File: src/rtl/mastermind_pkg.sv
// Shared types, default parameters and helpers for the Mastermind engine.
// Optional history buffer is enabled with the MASTERMIND_HISTORY_EN macro.
package mastermind_pkg;

  // Scoring flow: IDLE until the first new_game, then READY/COUNT/MATCH per guess.
  typedef enum logic [2:0] {
    StIdle,
    StReady,
    StCount,
    StMatch,
    StDone
  } state_e;

  localparam int unsigned DefPegs     = 4;
  localparam int unsigned DefColorW   = 3;
  localparam int unsigned DefMaxTurns = 8;

  // Upper bounds for the generic peg extractor; codes wider than this are not supported.
  localparam int unsigned MaxCodeW  = 256;
  localparam int unsigned MaxColorW = 16;

  // Counter wide enough to hold 0..pegs.
  function automatic int unsigned cnt_width(input int unsigned pegs);
    return $clog2(pegs + 1);
  endfunction

  // Counter wide enough to hold 0..max_turns.
  function automatic int unsigned turn_width(input int unsigned max_turns);
    return $clog2(max_turns + 1);
  endfunction

  // Colour of peg idx in a packed code (peg i at [i*color_w +: color_w]).
  function automatic logic [MaxColorW-1:0] peg_at(input logic [MaxCodeW-1:0] code,
                                                  input int unsigned idx,
                                                  input int unsigned color_w);
    logic [MaxCodeW-1:0] shifted;
    logic [MaxCodeW-1:0] mask;
    shifted = code >> (idx * color_w);
    mask    = ~({MaxCodeW{1'b1}} << color_w);
    return MaxColorW'(shifted & mask);
  endfunction

endpackage

File: src/rtl/mastermind_hist_ram.sv
// Per-turn history register file: guess plus exact/partial feedback, one valid bit
// per entry. Only instantiated when MASTERMIND_HISTORY_EN is defined.
module mastermind_hist_ram
  import mastermind_pkg::*;
#(
  parameter int unsigned PEGS      = DefPegs,
  parameter int unsigned COLOR_W   = DefColorW,
  parameter int unsigned MAX_TURNS = DefMaxTurns,
  localparam int unsigned CNT_W    = cnt_width(PEGS),
  localparam int unsigned TURN_W   = turn_width(MAX_TURNS),
  localparam int unsigned CODE_W   = PEGS * COLOR_W
) (
  input  logic              clk,
  input  logic              reset_n,
  input  logic              clear,
  input  logic              we,
  input  logic [TURN_W-1:0] waddr,
  input  logic [CODE_W-1:0] wguess,
  input  logic [CNT_W-1:0]  wexact,
  input  logic [CNT_W-1:0]  wpartial,
  input  logic [TURN_W-1:0] raddr,
  output logic [CODE_W-1:0] rguess,
  output logic [CNT_W-1:0]  rexact,
  output logic [CNT_W-1:0]  rpartial
);

  logic [CODE_W-1:0]    guess_mem_q   [MAX_TURNS];
  logic [CNT_W-1:0]     exact_mem_q   [MAX_TURNS];
  logic [CNT_W-1:0]     partial_mem_q [MAX_TURNS];
  logic [MAX_TURNS-1:0] valid_q;

  // Storage: clear drops every valid bit; a write fills one entry and marks it valid.
  always_ff @(posedge clk or negedge reset_n) begin
    if (!reset_n) begin
      valid_q <= '0;
      for (int i = 0; i < MAX_TURNS; i++) begin
        guess_mem_q[i]   <= '0;
        exact_mem_q[i]   <= '0;
        partial_mem_q[i] <= '0;
      end
    end else if (clear) begin
      valid_q <= '0;
    end else if (we) begin
      for (int i = 0; i < MAX_TURNS; i++) begin
        if (waddr == TURN_W'(i)) begin
          guess_mem_q[i]   <= wguess;
          exact_mem_q[i]   <= wexact;
          partial_mem_q[i] <= wpartial;
          valid_q[i]       <= 1'b1;
        end
      end
    end
  end

  // Asynchronous read; unwritten or out-of-range entries read as zero.
  always_comb begin
    rguess   = '0;
    rexact   = '0;
    rpartial = '0;
    for (int i = 0; i < MAX_TURNS; i++) begin
      if (raddr == TURN_W'(i) && valid_q[i]) begin
        rguess   = guess_mem_q[i];
        rexact   = exact_mem_q[i];
        rpartial = partial_mem_q[i];
      end
    end
  end

endmodule

File: src/rtl/mastermind_engine.sv
// Mastermind engine: holds the secret, accepts guesses over valid/ready, scores them
// sequentially (per-peg pass, then per-colour histogram pass) and tracks win/loss.
// Define MASTERMIND_HISTORY_EN to build the per-turn history buffer behind hist_*.
module mastermind_engine
  import mastermind_pkg::*;
#(
  parameter int unsigned PEGS      = DefPegs,
  parameter int unsigned COLOR_W   = DefColorW,
  parameter int unsigned MAX_TURNS = DefMaxTurns,
  localparam int unsigned CNT_W    = cnt_width(PEGS),
  localparam int unsigned TURN_W   = turn_width(MAX_TURNS),
  localparam int unsigned CODE_W   = PEGS * COLOR_W
) (
  input  logic              clk,
  input  logic              reset_n,
  input  logic              new_game,
  input  logic [CODE_W-1:0] code_in,
  input  logic              guess_valid,
  output logic              guess_ready,
  input  logic [CODE_W-1:0] guess_in,
  output logic              fb_valid,
  output logic [CNT_W-1:0]  fb_exact,
  output logic [CNT_W-1:0]  fb_partial,
  output logic [TURN_W-1:0] turn_count,
  output logic              game_won,
  output logic              game_lost,
  input  logic [TURN_W-1:0] hist_sel,
  output logic [CODE_W-1:0] hist_guess,
  output logic [CNT_W-1:0]  hist_exact,
  output logic [CNT_W-1:0]  hist_partial
);

  localparam int unsigned NumColors = 2 ** COLOR_W;
  // One extra step past the last colour is the completion cycle.
  localparam int unsigned MidxW     = COLOR_W + 1;
  localparam logic [CNT_W-1:0] LastPeg  = CNT_W'(PEGS - 1);
  localparam logic [MidxW-1:0] MatchEnd = MidxW'(NumColors);

  state_e state_q, state_d;

  logic [CODE_W-1:0] code_q, guess_q;
  logic [CNT_W-1:0]  peg_idx_q, exact_q, total_q;
  logic [MidxW-1:0]  match_idx_q;
  logic [CNT_W-1:0]  code_hist_q  [NumColors];
  logic [CNT_W-1:0]  guess_hist_q [NumColors];

  logic              fb_valid_q;
  logic [CNT_W-1:0]  fb_exact_q, fb_partial_q;
  logic [TURN_W-1:0] turn_q;
  logic              won_q, lost_q;

  logic              accept, finish, win_now, lose_now;
  logic [COLOR_W-1:0] peg_c, peg_g, color_k;
  logic [CNT_W-1:0]  bin_min, partial_now;

  // Datapath helpers: current peg colours, per-colour overlap, final tallies.
  always_comb begin
    peg_c       = COLOR_W'(peg_at(MaxCodeW'(code_q), 32'(peg_idx_q), COLOR_W));
    peg_g       = COLOR_W'(peg_at(MaxCodeW'(guess_q), 32'(peg_idx_q), COLOR_W));
    color_k     = match_idx_q[COLOR_W-1:0];
    bin_min     = (code_hist_q[color_k] < guess_hist_q[color_k]) ? code_hist_q[color_k]
                                                                 : guess_hist_q[color_k];
    partial_now = total_q - exact_q;
    win_now     = (exact_q == CNT_W'(PEGS));
    lose_now    = ((turn_q + TURN_W'(1)) == TURN_W'(MAX_TURNS));
  end

  // Next-state logic; new_game overrides everything, including a pending accept.
  always_comb begin
    state_d = state_q;
    accept  = 1'b0;
    finish  = 1'b0;
    if (new_game) begin
      state_d = StReady;
    end else begin
      unique case (state_q)
        StIdle:  state_d = StIdle;
        StReady: begin
          if (guess_valid) begin
            accept  = 1'b1;
            state_d = StCount;
          end
        end
        StCount: begin
          if (peg_idx_q == LastPeg) state_d = StMatch;
        end
        StMatch: begin
          if (match_idx_q == MatchEnd) begin
            finish  = 1'b1;
            state_d = (win_now || lose_now) ? StDone : StReady;
          end
        end
        StDone:  state_d = StDone;
        default: state_d = StIdle;
      endcase
    end
  end

  // State register.
  always_ff @(posedge clk or negedge reset_n) begin
    if (!reset_n) state_q <= StIdle;
    else          state_q <= state_d;
  end

  // Scoring datapath, game bookkeeping and registered feedback outputs.
  always_ff @(posedge clk or negedge reset_n) begin
    if (!reset_n) begin
      code_q       <= '0;
      guess_q      <= '0;
      peg_idx_q    <= '0;
      exact_q      <= '0;
      total_q      <= '0;
      match_idx_q  <= '0;
      fb_valid_q   <= 1'b0;
      fb_exact_q   <= '0;
      fb_partial_q <= '0;
      turn_q       <= '0;
      won_q        <= 1'b0;
      lost_q       <= 1'b0;
      for (int k = 0; k < NumColors; k++) begin
        code_hist_q[k]  <= '0;
        guess_hist_q[k] <= '0;
      end
    end else begin
      fb_valid_q <= 1'b0;
      if (new_game) begin
        code_q       <= code_in;
        turn_q       <= '0;
        won_q        <= 1'b0;
        lost_q       <= 1'b0;
        fb_exact_q   <= '0;
        fb_partial_q <= '0;
      end else begin
        if (accept) begin
          guess_q     <= guess_in;
          peg_idx_q   <= '0;
          exact_q     <= '0;
          total_q     <= '0;
          match_idx_q <= '0;
          for (int k = 0; k < NumColors; k++) begin
            code_hist_q[k]  <= '0;
            guess_hist_q[k] <= '0;
          end
        end
        if (state_q == StCount) begin
          exact_q              <= exact_q + CNT_W'(peg_c == peg_g);
          code_hist_q[peg_c]   <= code_hist_q[peg_c] + CNT_W'(1);
          guess_hist_q[peg_g]  <= guess_hist_q[peg_g] + CNT_W'(1);
          peg_idx_q            <= peg_idx_q + CNT_W'(1);
        end
        if (state_q == StMatch && !finish) begin
          total_q     <= total_q + bin_min;
          match_idx_q <= match_idx_q + MidxW'(1);
        end
        if (finish) begin
          fb_valid_q   <= 1'b1;
          fb_exact_q   <= exact_q;
          fb_partial_q <= partial_now;
          turn_q       <= turn_q + TURN_W'(1);
          won_q        <= win_now;
          lost_q       <= !win_now && lose_now;
        end
      end
    end
  end

  assign guess_ready = (state_q == StReady);
  assign fb_valid    = fb_valid_q;
  assign fb_exact    = fb_exact_q;
  assign fb_partial  = fb_partial_q;
  assign turn_count  = turn_q;
  assign game_won    = won_q;
  assign game_lost   = lost_q;

`ifdef MASTERMIND_HISTORY_EN
  mastermind_hist_ram #(
    .PEGS      (PEGS),
    .COLOR_W   (COLOR_W),
    .MAX_TURNS (MAX_TURNS)
  ) u_hist (
    .clk      (clk),
    .reset_n  (reset_n),
    .clear    (new_game),
    .we       (finish),
    .waddr    (turn_q),
    .wguess   (guess_q),
    .wexact   (exact_q),
    .wpartial (partial_now),
    .raddr    (hist_sel),
    .rguess   (hist_guess),
    .rexact   (hist_exact),
    .rpartial (hist_partial)
  );
`else
  logic unused_hist_sel;
  assign unused_hist_sel = ^hist_sel;
  assign hist_guess      = '0;
  assign hist_exact      = '0;
  assign hist_partial    = '0;
`endif

endmodule

File: config.mk
export PLATFORM = sky130hd
export DESIGN_NAME = mastermind_engine
export DESIGN_NICKNAME = d
export VERILOG_FILES = /design/src/rtl/mastermind_pkg.sv /design/src/rtl/mastermind_hist_ram.sv /design/src/rtl/mastermind_engine.sv
export SDC_FILE = /design/constraint.sdc
export NUM_CORES = 1
export LEC_CHECK = 0
export BUFFER_PORTS_ARGS = -buffer_cell sky130_fd_sc_hd__buf_2
export CELL_PAD_IN_SITES_DETAIL_PLACEMENT = 1
export CELL_PAD_IN_SITES_GLOBAL_PLACEMENT = 2
export CORE_MARGIN = 2
export CORE_UTILIZATION = 28
export CTS_BUF_LIST = sky130_fd_sc_hd__clkbuf_8
export DETAILED_ROUTE_END_ITERATION = 10
export GPL_TIMING_DRIVEN = 0
export PLACE_DENSITY = 0.66
export SYNTH_ARGS = -nofsm -noshare
export SYNTH_HDL_FRONTEND = slang
export SYNTH_SLANG_ARGS = --single-unit
File: constraint.sdc
create_clock -name clk -period 4.6 [get_ports clk]
set_input_delay 0.69 -clock clk [delete_from_list [all_inputs] [get_ports clk]]
set_output_delay 0.69 -clock clk [all_outputs]
set_load 0.1 [all_outputs]
# Word level (Yosys, flattened, before mapping)
# Cells that the tools add are included.
[word_totals]
reg_bits = 101
in_bits = 32
[classes]
add_sub_neg = 8
mul = 1
order_cmp = 6
n_eq_ne = 12
n_shift = 2
mux = 55
n_bitwise = 4
reduce_logical = 14
[ops]
columns = ["operator", "count"]
rows = [
  ["two-way mux 24 bit", 6],
  ["two-way mux 3 bit", 24],
  ["bitwise mux 24 bit", 2],
  ["binary-select mux 3 bit (select 3 bit)", 4],
  ["right shift 12 x 5 -> 3 bit", 2],
  ["demux 3 bit (select 3 bit)", 2],
  ["two-way mux 4 bit", 4],
  ["greater-or-equal comparator 4 bit, second input constant", 3],
  ["two-way mux 1 bit", 12],
  ["inverter 3 -> 4 bit", 3],
  ["case mux 3 bit (4 select lines)", 1],
  ["adder 3 x 1 -> 3 bit, second input constant", 3],
  ["== test 3 x 2 -> 1 bit, second input constant", 3],
  ["inequality test 3 bit, second input constant", 3],
  ["adder 4 x 1 -> 4 bit, second input constant", 2],
  ["== test 4 bit, second input constant", 2],
  ["< comparator 4 x 1 -> 1 bit, second input constant", 2],
  ["== test 3 bit, second input constant", 2],
  ["AND reduction 2 bit", 3],
  ["nonzero test 2 bit", 3],
  ["multiplier 3 x 2 -> 5 bit, second input constant", 1],
  ["logical AND 1 bit", 4],
  ["adder 3 x 1 -> 3 bit", 1],
  ["adder 3 bit", 1],
  ["other kinds (8)", 9],
]

# Logic depth before layout (Yosys ltp)
[depth]
word_depth = 9
mapped_depth = 14
mapped_depth_nobuf = 12

# Worst setup path before layout
# OpenSTA, ideal clock, no wires.
[synth_path]
path_type = "register to register"
start = "reg match_idx_q[0]"
end = "reg total_q[2]"
setup_time_ns = 0.124
arrival_ns = 3.302
setup_slack_ns = 1.174
stages_incl_launch_ff = 15
period_less_slack_ns = 3.426
cell_sequence = "dfrtp_1 -> clkbuf_1 -> clkbuf_1 -> mux4_2 -> mux2i_1 -> inv_1 -> ha_1 -> a21oi_1 -> o21bai_1 -> mux2i_1 -> ha_1 -> fa_1 -> xnor2_1 -> nand2_1 -> mux2i_1"
[synth_between]
elab_chain_cells = 8
elab_cells_between_ends = 19
[synth_rtl]
columns = ["item", "line_no", "rtl"]
rows = [
  ["start, declared", "mastermind_engine.sv:43", "logic [MidxW-1:0] match_idx_q;"],
  ["start signal, assigned", "mastermind_engine.sv:153", "match_idx_q <= match_idx_q + MidxW'(1);"],
  ["inverter 3 -> 4 bit (not written as such) or == test 4 bit (tied branches)", "mastermind_engine.sv:61, mastermind_engine.sv:62, mastermind_engine.sv:88", ""],
  ["binary-select mux 3 bit (select 3 bit) (tied with other cells)", "mastermind_engine.sv:61", "bin_min = (code_hist_q[color_k] < guess_hist_q[color_k]) ? code_hist_q[color_k]"],
  ["two-way mux 3 bit (not written as such) (tied with other cells) (2 in a row)", "mastermind_engine.sv:61", ""],
  ["< comparator 3 bit or logical NOT 1 bit (tied branches)", "mastermind_engine.sv:61, mastermind_engine.sv:151", ""],
  ["two-way mux 3 bit or logical AND 1 bit (tied branches)", "mastermind_engine.sv:61, mastermind_engine.sv:151", ""],
  ["adder 3 bit or nonzero test 2 bit (tied branches)", "-", ""],
  ["two-way mux 3 bit or AND reduction 2 bit (tied branches)", "-", ""],
  ["end signal, assigned", "mastermind_engine.sv:152", "total_q <= total_q + bin_min;"],
  ["end, declared", "mastermind_engine.sv:42", "logic [CNT_W-1:0] peg_idx_q, exact_q, total_q;"],
]
# Several ways; a longest one is shown, not always the timed one. The select of a mux whose other input is x is not followed.
# A chain may end at the register's enable or synchronous reset.

# Final worst setup path
# Ends and elaborated chain as after synthesis.

==> flow_summary.json <==
{
  "status": "complete, no violations",
  "globalRouteOverflowTotal": 0,
  "yosys_warnings": 0,
  "io-pin-count": 64,
  "regArea_sq_um": 2530,
  "synth-edff-count": 0,
  "via_count": 4690,
  "period_needed_ns": 4.31,
  "htreeDepth": 3,
  "power_density_nw_per_um2": 380,
  "initial_utilization": 0.283,
  "path_cells": "clkbuf_1 > clkbuf_1 > mux4_2 > mux2i_1 > inv_1 > ha_1 > a21oi_1 > o21bai_1 > mux2i_1 > ha_1 > fa_1 > xnor2_1 > nand2_1 > mux2i_1",
  "timing.hold.ws_ns": 0.333,
  "p_leak_nw": 2.95,
  "die_w_um": 149,
  "yosys_register_bits": 101,
  "hold_class": "primary input to async pin",
  "rsz0062_at_grt": "false",
  "area_delta_synth_final_pct": 14.2,
  "antenna_found_initial": 0,
  "hold_viol_final": 0,
  "crit_fanout": 10,
  "crit_path_max_incr_delay_ns": 0.73,
  "core_sq_um": 20900,
  "die_area_sq_um": 22300,
  "drt-pass1-iter-count": 4,
  "syn_area_per_cell_sq_um": 10.1,
  "grt_pass1_vias": 5006,
  "ctsResizeCount": 0,
  "ys_seq_area_frac": 0.428,
  "cp_common_cell": "mux2i_1",
  "gp_congestion": 0.848,
  "fin_tns_setup_ns": 0,
  "crit_slowest_cell": "clkbuf_1",
  "worst_slew_pin_slew_ns": 1.33,
  "cts_tree": "yes",
  "top_layer": "met4",
  "final_common_cell": "nand2_1",
  "wl_met2_um": 8750,
  "clk_latency_ns": 0.40,
  "track_usage": 0.175,
  "grt_max_degree": 52,
  "synth_ff_type": "dfrtp_1",
  "root_buffer": "clkbuf_8",
  "layout.nets": 702,
  "cts_buffers": 9,
  "wl_met3_um": 772,
  "cts_setup_buffers": 0,
  "diodes": 0,
  "viasPerCell": 5.02,
  "min_period_over_period": 0.937,
  "portBuffers": 41,
  "async_reset_ff_frac": 1.00,
  "num-fill-cells": 2434,
  "synthCells": 585,
  "cts.clk_slew.worst_paths_ns": 0.11,
  "end_kind": "flip-flop",
  "drv_slew": 0,
  "drv_cap": 0,
  "critPathBufInv": 3,
  "drt-wirelength-per-cell_um": 19.7,
  "grt_pass1_wl_um": 29500,
  "ys_types": 64,
  "drt-initial-drc-count": 233,
  "synth_area_sq_um": 5910,
  "timing.fmax_mhz": 232,
  "crit_arrival_ns": 4.60,
  "final_cell_mix": "nand2_1, dfrtp_1, buf_2",
  "postCtsHoldBufs": 0,
  "power_mw": 2.56,
  "maxSlewHeadroom": 0.114,
  "path_class": "flip-flop to flip-flop",
  "fin_skew_ns": 0.0126,
  "drc": 0,
  "multi_input_comb_area_sq_um": 3070,
  "path_delay_family": "buffers and inverters",
  "num_rows": 53,
  "wl_met1_um": 8510,
  "cts_sinks": 101,
  "peakVddDrop_mv": 0.167,
  "clock_path_buffers": 2,
  "crit_path_start_kind": "flip-flop",
  "ant_nets": 0,
  "die_h_um": 149,
  "wirelength_um": 18400,
  "dp.final_hpwl_um": 13900,
  "required_ns": 4.89,
  "setup_violations": 0,
  "layout-drive-gt1-share": 0.220
}
-- kinds of logic after synthesis --
family	after synthesis	synth area share
xor gates and xnor gates	17	0.0297
AOI/OAI and AO/OA	120	0.148
DFF	101	0.428
buffers and inverters	69	0.0627
other	1	0.000635
and+or+nand+nor	196	0.143
muxes	66	0.154
adders and majority gates	15	0.0343
-- state kept, by name (all words and copies together), names as in the netlist --
name / flops
code_hist_q: 24
guess_hist_q: 24
code_q: 12
guess_q: 12
match_idx_q: 4
turn_count: 4
exact_q: 3
fb_exact: 3
fb_partial: 3
peg_idx_q: 3
state_q: 3
total_q: 3
fb_valid: 1
game_lost: 1
game_won: 1
-- path summary, 6_finish.rpt --
| check | from | end | slack [ns] | cells past startpoint |
|---|---|---|---|---|
| worst max-delay path | match_idx_q[0] | total_q[2] | 0.29 | 14 |
| worst min-delay path | reset_n | fb_valid | 0.33 | 1 |
| worst max register to register | match_idx_q[0] | total_q[2] | 0.29 | 14 |
| worst min register to register | total_q[2] | total_q[2] | 0.51 | 1 |
| max in group asynchronous | reset_n | code_q[5] | 3.54 | 2 |
| min in group clk | guess_in[8] | guess_q[8] | 0.48 | 3 |
-- routing by layer --
layer  vias to the layer above  GRT usage
met4                         0     0.0519
met2                        94      0.288
met1                      2404      0.234
met5                         -          0
li1                       2177          -
met3                        15     0.0321
-- power breakdown --
part | switching, mW | internal (mW)
clock network | 0.339 | 0.266
logic | 0.593 | 0.332
registers | 0.0667 | 0.966
total | 0.998 | 1.56
-- cells in the mapped netlist (2+ instances only) --
library cell / number / area [sq um]
a21o_1: 10 / 75.1
a21oi_1: 17 / 85.1
a22o_1: 8 / 70.1
a22oi_1: 4 / 30.0
a31oi_1: 2 / 12.5
a32o_1: 5 / 50.1
a32oi_1: 4 / 35.0
and2_1: 2 / 12.5
buf_1: 3 / 11.3
buf_2: 4 / 20.0
buf_4: 20 / 150
buf_6: 2 / 22.5
clkbuf_1: 16 / 60.1
dfrtp_1: 101 / 2530
fa_1: 2 / 40.0
ha_1: 13 / 163
inv_1: 22 / 82.6
mux2_2: 27 / 304
mux2i_1: 22 / 220
mux4_2: 16 / 360
nand2_1: 120 / 450
nand2b_1: 2 / 12.5
nand3_1: 13 / 65.1
nand4_1: 2 / 12.5
nor2_1: 33 / 124
nor2b_1: 7 / 43.8
nor3b_1: 2 / 15.0
nor4_1: 3 / 18.8
o21ai_0: 32 / 160
o22ai_1: 10 / 62.6
o31ai_1: 8 / 60.1
o31ai_2: 5 / 62.6
o32ai_1: 3 / 26.3
or2_2: 2 / 12.5
xnor2_1: 7 / 61.3
xor2_1: 8 / 70.1
-- cell type report --
type,instances,share of cell area
buffer,46,0.0421
clock buffer,10,0.0204
clock inverter,5,0.00890
inverter,23,0.0128
multi-input combinational,432,0.455
sequential,101,0.375
tap,275,0.0510
timing repair buffer,42,0.0349
-- per-stage QoR --
| stage | cells | area [sq um] | worst slack [ns] | util |
|---|---|---|---|---|
| after global placement | 918 | 6520 | 0.309 | 0.312 |
| after floorplan | 602 | 5970 | 1.17 | - |
| after global routing | 934 | 6750 | 0.0483 | 0.323 |
| after CTS | 934 | 6750 | 0.274 | 0.323 |
| final | 934 | 6750 | 0.290 | 0.323 |
| after detailed placement | 919 | 6550 | 0.287 | 0.314 |
Power figures use the tool's default switching activity.
